File: config.mk
export PLATFORM = sky130hd
export DESIGN_NAME = ram_march_bist_flat
export DESIGN_NICKNAME = d
export VERILOG_FILES = /design/src/rtl/ram_march_bist_if.sv /design/src/rtl/ram_march_bist.sv /design/src/flat_wrapper.sv
export SDC_FILE = /design/constraint.sdc
export NUM_CORES = 1
export LEC_CHECK = 0
export CAP_MARGIN = 0
export CORE_AREA = 10 10 124 126
export CTS_CLUSTER_DIAMETER = 100
export DETAILED_ROUTE_END_ITERATION = 7
export DIE_AREA = 0 0 134 136
export DONT_BUFFER_PORTS = 1
export PLACE_DENSITY = 0.5
export SLEW_MARGIN = 40
export SYNTH_ARGS = -nofsm -noshare
export SYNTH_HDL_FRONTEND = slang
export SYNTH_SLANG_ARGS = --single-unit
File: constraint.sdc
create_clock -name CLK -period 6.1 [get_ports CLK]
set_input_delay 0.915 -clock CLK [delete_from_list [all_inputs] [get_ports CLK]]
set_output_delay 0.915 -clock CLK [all_outputs]
set_load 0.05 [all_outputs]
File: src/rtl/ram_march_bist_if.sv
// rtl/ram_march_bist_if.sv - RAM-side port bundle between the March C- BIST and the RAM macro
//
// Signals:
//   WE  byte write enables (DW/8), driven by the BIST
//   EN  RAM enable, driven by the BIST
//   Di  write data, driven by the BIST
//   A   word address, driven by the BIST
//   Do  read data, driven by the RAM
// Modports: master = BIST side, slave = RAM side.
interface ram_march_bist_if #(
  parameter int AW = 13,
  parameter int DW = 32
);
  logic [DW/8-1:0] WE;
  logic            EN;
  logic [DW-1:0]   Di;
  logic [AW-1:0]   A;
  logic [DW-1:0]   Do;

  modport master (output WE, output EN, output Di, output A, input Do);
  modport slave  (input WE, input EN, input Di, input A, output Do);
endinterface

File: src/rtl/ram_march_bist.sv
// rtl/ram_march_bist.sv - March C- built-in self-test initiator for the banked RAM macro
//
// Ports:
//   CLK        clock shared with the RAM
//   RESETn     asynchronous active-low reset
//   start      single-cycle start pulse, honoured only while busy=0
//   busy       test in progress
//   done       test finished, held until the next accepted start
//   pass       valid with done; 1 = no mismatch seen
//   fail_elem  March element (0..5) of the first mismatch
//   fail_addr  address of the first mismatch
//   fail_exp   expected word at the mismatch
//   fail_got   Do captured at the mismatch
//   ram        RAM port bundle (WE, EN, Di, A out; Do in)
module ram_march_bist #(
  parameter int              AW = 13,
  parameter int              DW = 32,
  parameter logic [DW-1:0]   BG = '0
) (
  input  logic                CLK,
  input  logic                RESETn,
  input  logic                start,
  output logic                busy,
  output logic                done,
  output logic                pass,
  output logic [2:0]          fail_elem,
  output logic [AW-1:0]       fail_addr,
  output logic [DW-1:0]       fail_exp,
  output logic [DW-1:0]       fail_got,
  ram_march_bist_if.master    ram
);

  localparam logic [DW-1:0]   D0     = BG;
  localparam logic [DW-1:0]   D1     = ~BG;
  localparam logic [DW/8-1:0] WE_ALL = '1;
  localparam logic [AW-1:0]   A_LAST = '1;

  typedef enum logic [2:0] {
    IDLE,
    WR,
    RD,
    CHK,
    FIN
  } state_t;

  state_t            state_q, state_d;
  logic [2:0]        elem_q, elem_d;
  logic [AW-1:0]     addr_q, addr_d;
  logic [DW-1:0]     di_q, di_d;
  logic              en_q, en_d;
  logic [DW/8-1:0]   we_q, we_d;
  logic              busy_q, busy_d;
  logic              done_q, done_d;
  logic              pass_q, pass_d;
  logic [2:0]        fail_elem_q, fail_elem_d;
  logic [AW-1:0]     fail_addr_q, fail_addr_d;
  logic [DW-1:0]     fail_exp_q, fail_exp_d;
  logic [DW-1:0]     fail_got_q, fail_got_d;

  // Element properties: 3 and 4 walk downward; 2 and 4 read D1; 1 and 3 write D1.
  logic              elem_down;
  logic              at_last;
  logic [DW-1:0]     rd_word;
  logic [DW-1:0]     wr_word;
  logic              mismatch;

  assign elem_down = (elem_q == 3'd3) || (elem_q == 3'd4);
  assign at_last   = elem_down ? (addr_q == '0) : (addr_q == A_LAST);
  assign rd_word   = ((elem_q == 3'd2) || (elem_q == 3'd4)) ? D1 : D0;
  assign wr_word   = ((elem_q == 3'd1) || (elem_q == 3'd3)) ? D1 : D0;
  assign mismatch  = (ram.Do != rd_word);

  always_ff @(posedge CLK or negedge RESETn) begin
    if (!RESETn) begin
      state_q     <= IDLE;
      elem_q      <= 3'd0;
      addr_q      <= '0;
      di_q        <= '0;
      en_q        <= 1'b0;
      we_q        <= '0;
      busy_q      <= 1'b0;
      done_q      <= 1'b0;
      pass_q      <= 1'b0;
      fail_elem_q <= 3'd0;
      fail_addr_q <= '0;
      fail_exp_q  <= '0;
      fail_got_q  <= '0;
    end else begin
      state_q     <= state_d;
      elem_q      <= elem_d;
      addr_q      <= addr_d;
      di_q        <= di_d;
      en_q        <= en_d;
      we_q        <= we_d;
      busy_q      <= busy_d;
      done_q      <= done_d;
      pass_q      <= pass_d;
      fail_elem_q <= fail_elem_d;
      fail_addr_q <= fail_addr_d;
      fail_exp_q  <= fail_exp_d;
      fail_got_q  <= fail_got_d;
    end
  end

  // The RAM-facing registers carry the action of the state being entered,
  // so EN/WE/A/Di are valid for the whole cycle a state occupies.
  always_comb begin
    state_d     = state_q;
    elem_d      = elem_q;
    addr_d      = addr_q;
    di_d        = di_q;
    en_d        = 1'b0;
    we_d        = '0;
    busy_d      = busy_q;
    done_d      = done_q;
    pass_d      = pass_q;
    fail_elem_d = fail_elem_q;
    fail_addr_d = fail_addr_q;
    fail_exp_d  = fail_exp_q;
    fail_got_d  = fail_got_q;

    unique case (state_q)
      IDLE: begin
        if (start) begin
          state_d     = WR;
          elem_d      = 3'd0;
          addr_d      = '0;
          busy_d      = 1'b1;
          done_d      = 1'b0;
          pass_d      = 1'b0;
          fail_elem_d = 3'd0;
          fail_addr_d = '0;
          fail_exp_d  = '0;
          fail_got_d  = '0;
          en_d        = 1'b1;
          we_d        = WE_ALL;
          di_d        = D0;
        end
      end

      WR: begin
        en_d = 1'b1;
        if (addr_q == A_LAST) begin
          state_d = RD;
          elem_d  = 3'd1;
          addr_d  = '0;
        end else begin
          addr_d = addr_q + AW'(1);
          we_d   = WE_ALL;
          di_d   = D0;
        end
      end

      RD: begin
        state_d = CHK;
        // The element's write is launched on entry to CHK so it lands at the
        // end of the compare cycle; Do has already been latched by then.
        if (elem_q != 3'd5) begin
          en_d = 1'b1;
          we_d = WE_ALL;
          di_d = wr_word;
        end
      end

      CHK: begin
        if (mismatch) begin
          state_d     = FIN;
          pass_d      = 1'b0;
          fail_elem_d = elem_q;
          fail_addr_d = addr_q;
          fail_exp_d  = rd_word;
          fail_got_d  = ram.Do;
        end else if (at_last) begin
          if (elem_q == 3'd5) begin
            state_d = FIN;
            pass_d  = 1'b1;
          end else begin
            state_d = RD;
            elem_d  = elem_q + 3'd1;
            // Elements 3 and 4 (entered from 2 and 3) start from the top.
            addr_d  = ((elem_q == 3'd2) || (elem_q == 3'd3)) ? A_LAST : '0;
            en_d    = 1'b1;
          end
        end else begin
          state_d = RD;
          addr_d  = elem_down ? (addr_q - AW'(1)) : (addr_q + AW'(1));
          en_d    = 1'b1;
        end
      end

      FIN: begin
        state_d = IDLE;
        done_d  = 1'b1;
        busy_d  = 1'b0;
      end

      default: state_d = IDLE;
    endcase
  end

  assign busy      = busy_q;
  assign done      = done_q;
  assign pass      = pass_q;
  assign fail_elem = fail_elem_q;
  assign fail_addr = fail_addr_q;
  assign fail_exp  = fail_exp_q;
  assign fail_got  = fail_got_q;
  assign ram.EN    = en_q;
  assign ram.WE    = we_q;
  assign ram.A     = addr_q;
  assign ram.Di    = di_q;

endmodule

File: src/flat_wrapper.sv
// flat-port wrapper written by rule: the top's interface ports become plain ports
module ram_march_bist_flat 
#(
  parameter int              AW = 13,
  parameter int              DW = 32,
  parameter logic [DW-1:0]   BG = '0
)
  (CLK, RESETn, start, busy, done, pass, fail_elem, fail_addr, fail_exp, fail_got, ram_WE, ram_EN, ram_Di, ram_A, ram_Do);
  ram_march_bist_if #(.AW(AW), .DW(DW)) ram_i ();
  input  logic CLK;
  input  logic RESETn;
  input  logic start;
  output logic busy;
  output logic done;
  output logic pass;
  output logic [2:0] fail_elem;
  output logic [AW-1:0] fail_addr;
  output logic [DW-1:0] fail_exp;
  output logic [DW-1:0] fail_got;
  output wire logic [$bits(ram_i.WE)-1:0] ram_WE;
  output wire logic [$bits(ram_i.EN)-1:0] ram_EN;
  output wire logic [$bits(ram_i.Di)-1:0] ram_Di;
  output wire logic [$bits(ram_i.A)-1:0] ram_A;
  input wire logic [$bits(ram_i.Do)-1:0] ram_Do;
  assign ram_WE = ram_i.WE;
  assign ram_EN = ram_i.EN;
  assign ram_Di = ram_i.Di;
  assign ram_A = ram_i.A;
  assign ram_i.Do = ram_Do;
  ram_march_bist #(.AW(AW), .DW(DW), .BG(BG)) u_core (.CLK(CLK), .RESETn(RESETn), .start(start), .busy(busy), .done(done), .pass(pass), .fail_elem(fail_elem), .fail_addr(fail_addr), .fail_exp(fail_exp), .fail_got(fail_got), .ram(ram_i));
endmodule
Yosys cells after proc, flatten, opt, wreduce, memory -nomap -nowiden
Cells that the tools add are included.
{"block": "totals", "register_bits": 139, "inputBits": 35, "word_cells": 109}
{"block": "classes", "add_sub_neg": 3, "eq_ne": 23, "mux": 53, "reduce_logical": 17}
{"cell": "two-way mux 32 bit", "count": 7}
{"cell": "one-hot mux 32 bit (2 select lines)", "count": 2}
{"cell": "two-way mux 13 bit", "count": 8}
{"cell": "one-hot mux 32 bit (3 select lines)", "count": 1}
{"cell": "one-hot mux 13 bit (3 select lines)", "count": 1}
{"cell": "two-way mux 3 bit", "count": 11}
{"cell": "!= test 32 bit", "count": 1}
{"cell": "one-hot mux 13 bit (2 select lines)", "count": 1}
{"cell": "adder 13 x 1 -> 13 bit (second input constant)", "count": 1}
{"cell": "equality test 13 bit (second input constant)", "count": 1}
{"cell": "logical NOT 13 bit", "count": 1}
{"cell": "subtractor 13 x 1 -> 13 bit (second input constant)", "count": 1}
{"cell": "equality test 3 x 2 -> 1 bit (second input constant)", "count": 4}
{"cell": "two-way mux 4 bit", "count": 3}
{"cell": "one-hot mux 3 bit (4 select lines)", "count": 1}
{"cell": "one-hot mux 4 bit (3 select lines)", "count": 1}
{"cell": "AND reduction 4 bit", "count": 3}
{"cell": "two-way mux 1 bit", "count": 11}
{"cell": "equality test 3 bit (second input constant)", "count": 3}
{"cell": "one-hot mux 3 bit (3 select lines)", "count": 1}
{"cell": "!= test 2 x 1 -> 1 bit (second input constant)", "count": 4}
{"cell": "!= test 2 bit (second input constant)", "count": 4}
{"cell": "equality test 3 x 1 -> 1 bit (second input constant)", "count": 2}
{"cell": "!= test 3 x 1 -> 1 bit (second input constant)", "count": 2}
{"cell": "other kinds (12)", "count": 21}

Longest topological paths before layout
Gate-level depths: netlist of run 1.
{"block": "depth", "ltp_word": 7, "ltp_mapped": 11}

Worst setup path before layout of run 1
Ideal clock, no wire load.
{"block": "synth_timing", "path_kind": "in2reg", "start": "input ram_Do[25]", "end": "register u_core.elem_q[2]", "setup_ns": 0.125, "t_arrival_ns": 2.517, "required_time_ns": 5.975, "slack_ns": 3.458, "path_stages": 7, "path_buffers": 0, "path_cell_list": "nor4_1 > nand4_1 > or3_1 > nand2_1 > a221oi_1 > or3_4 > mux2_4"}
{"block": "synth_via", "elab_chain_len": 3}
{"element": "start: declaration", "line": "flat_wrapper.sv:24", "source": "input wire logic [$bits(ram_i.Do)-1:0] ram_Do;"}
{"element": "!= test 32 bit", "line": "ram_march_bist.sv:71", "source": "assign mismatch = (ram.Do != rd_word);"}
{"element": "!= test 2 bit (no line)"}
{"element": "AND reduction 6 bit (no line)"}
{"element": "end signal: assignment", "line": "ram_march_bist.sv:90", "source": "elem_q <= elem_d;"}
{"element": "end: declaration", "line": "ram_march_bist.sv:47", "source": "logic [2:0] elem_q, elem_d;"}
No other way between the ends.
A chain may end at the register's enable or synchronous reset.

Worst setup path in the final report of run 1
{"block": "layout_timing", "start": "register u_core.addr_q[1], in the netlist u_core.ram.A[1]", "end": "register u_core.addr_q[10], in the netlist u_core.ram.A[10]"}
{"block": "layout_via", "elab_chain_len": 5, "elab_cells_between_ends": 12, "cone_classes": "add/sub: 2; eq/ne: 2; mux: 6; reduce/logical: 2"}
{"element": "start: declaration", "line": "ram_march_bist.sv:48", "source": "logic [AW-1:0] addr_q, addr_d;"}
{"element": "start signal: assignment", "line": "ram_march_bist.sv:91", "source": "addr_q <= addr_d;"}
{"element": "adder 13 x 1 -> 13 bit, or another cell as far along", "line": "ram_march_bist.sv:148, ram_march_bist.sv:186"}
{"element": "two-way mux 13 bit / two-way mux 1 bit (equally long branches)", "line": "ram_march_bist.sv:186, ram_march_bist.sv:68"}
{"element": "two-way mux 13 bit", "line": "ram_march_bist.sv:173", "source": "end else if (at_last) begin"}
{"element": "two-way mux 13 bit", "line": "ram_march_bist.sv:166", "source": "if (mismatch) begin"}
{"element": "one-hot mux 13 bit (3 select lines)", "line": "ram_march_bist.sv:122", "source": "unique case (state_q)"}
Parallel ways exist; a longest one is shown, timed or not. The select of a mux whose other input is x is not followed.

==> results of run 1 <==
[worst max-delay path, cell delays in order, from the launching register on]
cell     delay (ps)
dfrtp_1         800
ha_1            400
nand3_4         160
nor4_2          520
or3_1           510
o21ai_1         370
a31oi_1         270
o22ai_1          90
[sequential cells by signal, summed over array words and instances (netlist names), 3 cells and up]
signal	cells
u_core.fail_got	32
u_core.elem_q	3
u_core.fail_addr	13
u_core.state_q	3
u_core.ram.A	13
u_core.fail_elem	3
[cells in the final DEF (no fill, tap or decap), drive strengths merged, types with 3 or more instances in the layout]
master | synthesis | layout
dfrtp | 74 | 74
nor2b | 47 | 47
a31o | 46 | 46
a21oi | 21 | 21
o21ai | 21 | 21
nor2 | 20 | 20
inv | 17 | 18
nand2 | 17 | 17
nor4 | 17 | 17
nand3 | 14 | 14
nand4 | 13 | 13
buf | 82 | 13
clkbuf | 16 | 11
ha | 8 | 8
nor3 | 8 | 8
xnor2 | 7 | 7
a31oi | 7 | 7
o32a | 6 | 6
o22ai | 6 | 6
or3 | 5 | 5
a211oi | 4 | 4
or4 | 4 | 4
mux2i | 4 | 4
and3 | 3 | 3
a21o | 3 | 3
clkinv | 1 | 3
[layer usage]
layer	vias to the layer above	share of wire, %	routed length (um)	global-route usage (%)
li1	1591	-	-	-
met3	11	11	1380	6.57
met2	134	47	5960	21.0
met5	-	0	0	0
met1	1665	41	5180	17.4
met4	0	1.1	141	3.93
[layout make-up]
| class | instances | area [sq um] | area share [%] |
|---|---|---|---|
| clock inverter | 5 | 37.5 | 0.785 |
| sequential | 74 | 1870 | 39.0 |
| tap | 176 | 220 | 4.61 |
| multi-input combinational | 308 | 2160 | 45.2 |
| clock buffer | 11 | 253 | 5.29 |
| inverter | 18 | 67.6 | 1.41 |
| timing repair buffer | 13 | 178 | 3.72 |
[cells by family (layout without fill, tap and decap cells)]
| group | count (synthesis) | after routing | share of synthesized area, % |
|---|---|---|---|
| simple gates | 156 | 156 | 20.0 |
| compound gates | 131 | 131 | 20.5 |
| buf+inv | 116 | 47 | 15.3 |
| flops | 74 | 74 | 39.3 |
| fa+ha+maj | 8 | 8 | 2.13 |
| xor+xnor | 7 | 7 | 1.30 |
| mux | 6 | 6 | 1.49 |
[path summary, 6_finish.rpt]
| kind | startpoint | end | slack, ps | depth (start not counted) |
|---|---|---|---|---|
| setup / recovery | u_core.ram.A[1]$_DFFE_PN0P_ | u_core.ram.A[10]$_DFFE_PN0P_ | 2820 | 7 |
| max in group asynchronous | RESETn | u_core.fail_got[27]$_DFFE_PN0P_ | 5710 | 0 |
| hold / removal | RESETn | u_core.ram.EN$_DFF_PN0_ | 260 | 0 |
| hold reg to reg | u_core.elem_q[1]$_DFFE_PN0P_ | u_core.fail_elem[1]$_DFFE_PN0P_ | 600 | 2 |
| setup reg to reg | u_core.ram.A[1]$_DFFE_PN0P_ | u_core.ram.A[10]$_DFFE_PN0P_ | 2820 | 7 |
| min in group CLK | u_core.elem_q[1]$_DFFE_PN0P_ | u_core.fail_elem[1]$_DFFE_PN0P_ | 600 | 2 |
[through the flow]
stage	cells	hold slack [ps]	power, mW	util [%]	area [sq um]
after floorplan	498	521	0.888	-	4710
after global placement	589	558	0.919	34.4	4470
after detailed placement	589	584	0.923	34.5	4480
after CTS	605	251	1.45	36.8	4770
after global routing	605	237	1.51	36.8	4780
final	605	256	1.44	36.8	4780
[power by group]
group          total (mW)  switching (mW)  internal, mW
clock               0.523           0.223         0.299
sequential          0.647           0.133         0.514
combinational       0.270           0.179        0.0913
total                1.44           0.535         0.904
==> impl_metrics.py, run 1 <==
metrics = {
    "yosys": {
        "synth-seq-cells": 74,
        "ys.warnings.count": 0,
        "synthesis.instances": 498,
        "syn_nets": 541,
        "syn_area_sq_mm": 0.00471,
        "synth_ff_type": "dfrtp_1",
        "synth_area_leaders": "dfrtp_1 39%, buf_4 11%, a31o_2 8.6%",
        "synth_top_cell_by_area": "dfrtp_1",
        "yosysTopAreaCellShare_pct": 39.3,
        "synthArstFlopShare_pct": 100,
        "synth_common_cells": "74 x dfrtp_1, 66 x buf_4, 47 x nor2b_1",
        "yosysMostFrequentCell": "dfrtp_1",
        "yosysSeqAreaShare_pct": 39.3,
        "synth_cell_types": 56,
        "synth_edf_count": 0,
        "syn_avg_cell_area_sq_um": 9.46,
    },
    "hold_path": {
        "hold_class": "in2async",
    },
    "worst_setup_path": {
        "crit_fanout": 13,
        "critPathKind": "reg2reg",
        "worstPathRequired_ps": 6300,
        "cp-end-kind": "register",
        "start_kind": "register",
        "worstPathArrival_ps": 3480,
    },
    "floorplanning": {
        "fp.dieW_um": 134,
        "die-area_sq_mm": 0.0182,
        "ioPinCount": 168,
        "initial_core_util_pct": 36.3,
        "design.core.area_sq_mm": 0.0130,
        "die_h_um": 136,
        "rows": 42,
    },
    "global_routing": {
        "overflow": 0,
        "first_global_vias": 3291,
        "grt_antenna_before_repair": 0,
        "gr-usage-all-layers_pct": 13.9,
        "grt_max_degree": 100,
        "grt_first_pass_wirelength_mm": 19.9,
    },
    "timing": {
        "max_freq_mhz": 305,
        "post-route-min-period_ps": 3280,
        "rsz0062_at_grt": "false",
        "fin_ws_ps": 2820,
        "hold_viol": 0,
        "tightest_slew_ps": 830,
        "maxSlewHeadroom_pct": 44.7,
        "setup_viol": 0,
        "final.period_utilization_pct": 53.8,
        "fin_setup_tns_ps": 0,
        "fin_skew_ps": 9.92,
        "slew_violations": 0,
    },
    "placed_design": {
        "portBuffers": 0,
        "routabilityCongestion": 0.822,
        "place_ws_ps": 2910,
        "dpl.hpwl_mm": 8.61,
    },
    "clock_tree": {
        "clkTransAtPathRegs_ps": 70,
        "cts_made_buffers": 9,
        "post_cts_resized": 0,
        "postCtsSetupRepairBufs": 0,
        "clockRootBuffer": "clkbuf_16",
        "cts_tree": "done",
        "cts_hold_buf": 0,
        "clk_path_buf_depth": 2,
        "htree_levels": 3,
        "cts_sinks": 74,
        "clock_latency_ps": 350,
    },
    "detailed_routing": {
        "wl_per_cell_um": 20.9,
        "vias": 3401,
        "routed_via_density": 5.62,
        "ant_nets": 0,
        "drt_first_iter_violations": 247,
        "wl_mm": 12.7,
        "drc": 0,
        "first_pass_iters": 5,
    },
    "finish": {
        "num_antenna_cells": 0,
        "drive_gt1_share_pct": 22.8,
        "fin_nets": 467,
        "fillerInstances": 1299,
        "area_growth_pct": 1.49,
    },
    "power": {
        "leakage_nw": 2.06,
        "powerDensity_mw_per_mm2": 301,
        "max-vdd-ir-drop_mv": 0.176,
    },
    "run": {
        "drv_cap": 0,
    },
    "status": {
        "status": "finished clean",
    },
}
Note: power is estimated with default switching activity, not from simulation.
==> run 2: changes to the inputs <==
clock period = 3.05 ns   (was 6.1 ns; I/O delays follow)
==> impl_metrics.py, run 2 (synthesis gave the netlist of run 1 again) <==
metrics = {
    "global_routing": {
        "overflow": 0,
        "first_global_vias": 3518,
        "gr-usage-all-layers_pct": 14.3,
        "grt_antenna_before_repair": 0,
        "grt_first_pass_wirelength_mm": 20.7,
        "grt_max_degree": 77,
    },
    "worst_setup_path": {
        "r2r_cells": 9,
        "r2r-end": "u_core.elem_q[2]$_DFFE_PN0P_",
        "cp-end-kind": "register",
        "reg2reg_setup_slack_ps": 370,
        "worstPathRequired_ps": 3280,
        "critPathKind": "reg2reg",
        "critical_path.startpoint": "u_core.elem_q[0]$_DFFE_PN0P_",
        "r2r-start": "u_core.elem_q[0]$_DFFE_PN0P_",
        "worstPathArrival_ps": 2920,
        "crit_fanout": 14,
        "start_kind": "register",
    },
    "detailed_routing": {
        "wl_per_cell_um": 20.5,
        "first_pass_iters": 5,
        "vias": 3492,
        "drc": 0,
        "wl_mm": 12.9,
        "routed_via_density": 5.53,
        "ant_nets": 0,
        "drt_first_iter_violations": 287,
    },
    "power": {
        "p_total_mw": 3.06,
        "max-vdd-ir-drop_mv": 0.504,
        "powerDensity_mw_per_mm2": 607,
        "leakage_nw": 2.23,
    },
    "floorplanning": {
        "initial_core_util_pct": 36.3,
        "ioPinCount": 168,
        "fp.dieW_um": 134,
        "die-area_sq_mm": 0.0182,
        "die_h_um": 136,
        "design.core.area_sq_mm": 0.0130,
        "rows": 42,
    },
    "finish": {
        "area_growth_pct": 7.01,
        "fin_nets": 494,
        "num_antenna_cells": 0,
        "largest_reg_flops": 32,
        "final_cell_mix": "71 x dfrtp_1, 47 x nor2b_1, 46 x a31o_2, 32 x buf_4, 20 x a21oi_1",
        "layout_commonest_cell": "dfrtp_1",
        "drive_gt1_share_pct": 26.4,
        "final_util_pct": 38.8,
    },
    "placed_design": {
        "portBuffers": 0,
        "routabilityCongestion": 0.909,
        "place_ws_ps": 394,
        "dpl.hpwl_mm": 9.27,
    },
    "timing": {
        "tightest_slew_ps": 737,
        "post-route-min-period_ps": 2680,
        "hold_ws_ps": -5.29,
        "slew_violations": 0,
        "hold_viol": 2,
        "fin_skew_ps": 5.34,
        "final.period_utilization_pct": 88.0,
        "rsz0062_at_grt": "false",
        "max_freq_mhz": 373,
        "fin_ws_ps": 366,
        "maxSlewHeadroom_pct": 50.5,
        "setup_viol": 0,
        "fin_setup_tns_ps": 0,
    },
    "clock_tree": {
        "htree_levels": 3,
        "cts_made_buffers": 9,
        "cts_sinks": 74,
        "clock_latency_ps": 350,
        "post_cts_resized": 0,
        "clkTransAtPathRegs_ps": 60,
        "clk_path_buf_depth": 2,
        "clockRootBuffer": "clkbuf_16",
        "cts_tree": "done",
    },
    "status": {
        "violations": "hold timing",
        "status": "finished, violations left",
    },
    "run": {
        "drv_cap": 0,
    },
    "hold_path": {
        "hold_class": "in2async",
    },
}
## run 2: cell count changes in the layout (fill, tap and decap cells not counted), moves of 2 or more
cell / before / now
dfrtp_1: 69 / 71
bufinv_16: 0 / 2
buf_12: 1 / 4
buf_4: 7 / 32
clkbuf_8: 2 / 0
dfrtp_2: 2 / 0
buf_6: 2 / 0
clkinv_2: 1 / 3
## run 2: worst max-delay path: stages, from the launching register on
cell      delay, ps
dfrtp_1         420
inv_1           100
ha_1            250
mux2_4          360
and4_4          210
a21o_4          250
and3_1          190
a221oi_1        290
or3_4           210
mux2_4          290
## run 2: worst max-delay path by stage
| stage | to | slack [ps] | depth (start not counted) |
|---|---|---|---|
| 6_report | u_core.elem_q[2]$_DFFE_PN0P_ | 370 | 9 |
| 2_1_floorplan | u_core.elem_q[2]$_DFFE_PN0P_ | 420 | 8 |
| 3_5_place_dp | u_core.elem_q[2]$_DFFE_PN0P_ | 390 | 9 |
| 3_3_place_gp | u_core.elem_q[2]$_DFFE_PN0P_ | 460 | 9 |
| 4_1_cts | u_core.elem_q[2]$_DFFE_PN0P_ | 370 | 9 |
| 5_1_grt | u_core.elem_q[2]$_DFFE_PN0P_ | 230 | 9 |
## run 2: power breakdown
part	switching (mW)	internal [mW]	total [mW]
clock	0.424	0.707	1.13
combinational	0.535	0.232	0.767
sequential	0.131	1.03	1.16
total	1.09	1.97	3.06
## run 2: area by class of cell
| type | instances | area [sq um] |
|---|---|---|
| Clock buffer | 9 | 225 |
| Tap cell | 176 | 220 |
| Inverter | 18 | 67.6 |
| Clock inverter | 6 | 82.6 |
| Sequential cell | 74 | 1860 |
| Fill cell | 1291 | 7940 |
| Multi-Input combinational cell | 308 | 2150 |
| Timing Repair Buffer | 40 | 430 |
## run 2: metal layers
layer,up-vias,part of all wire [%],track usage [%]
met3,13,9.9,5.83
met5,-,0,0
met1,1715,40,17.0
met2,118,48,22.5
met4,0,1.7,6.41
li1,1646,-,-
## run 2: repair_timing
action | in CTS | in global routing
hold endpoints to repair | 74 | 0
hold buffers | 1 | 0
setup buffers | 0 | 0
## run 2: per-stage QoR
step	hold WS [ps]	cells	cell area, sq um
3_3_place_gp	167	615	4700
3_5_place_dp	167	615	4700
6_report	-5.29	631	5040
2_1_floorplan	162	498	4710
4_1_cts	13.6	631	5040
5_1_grt	17.2	631	5040
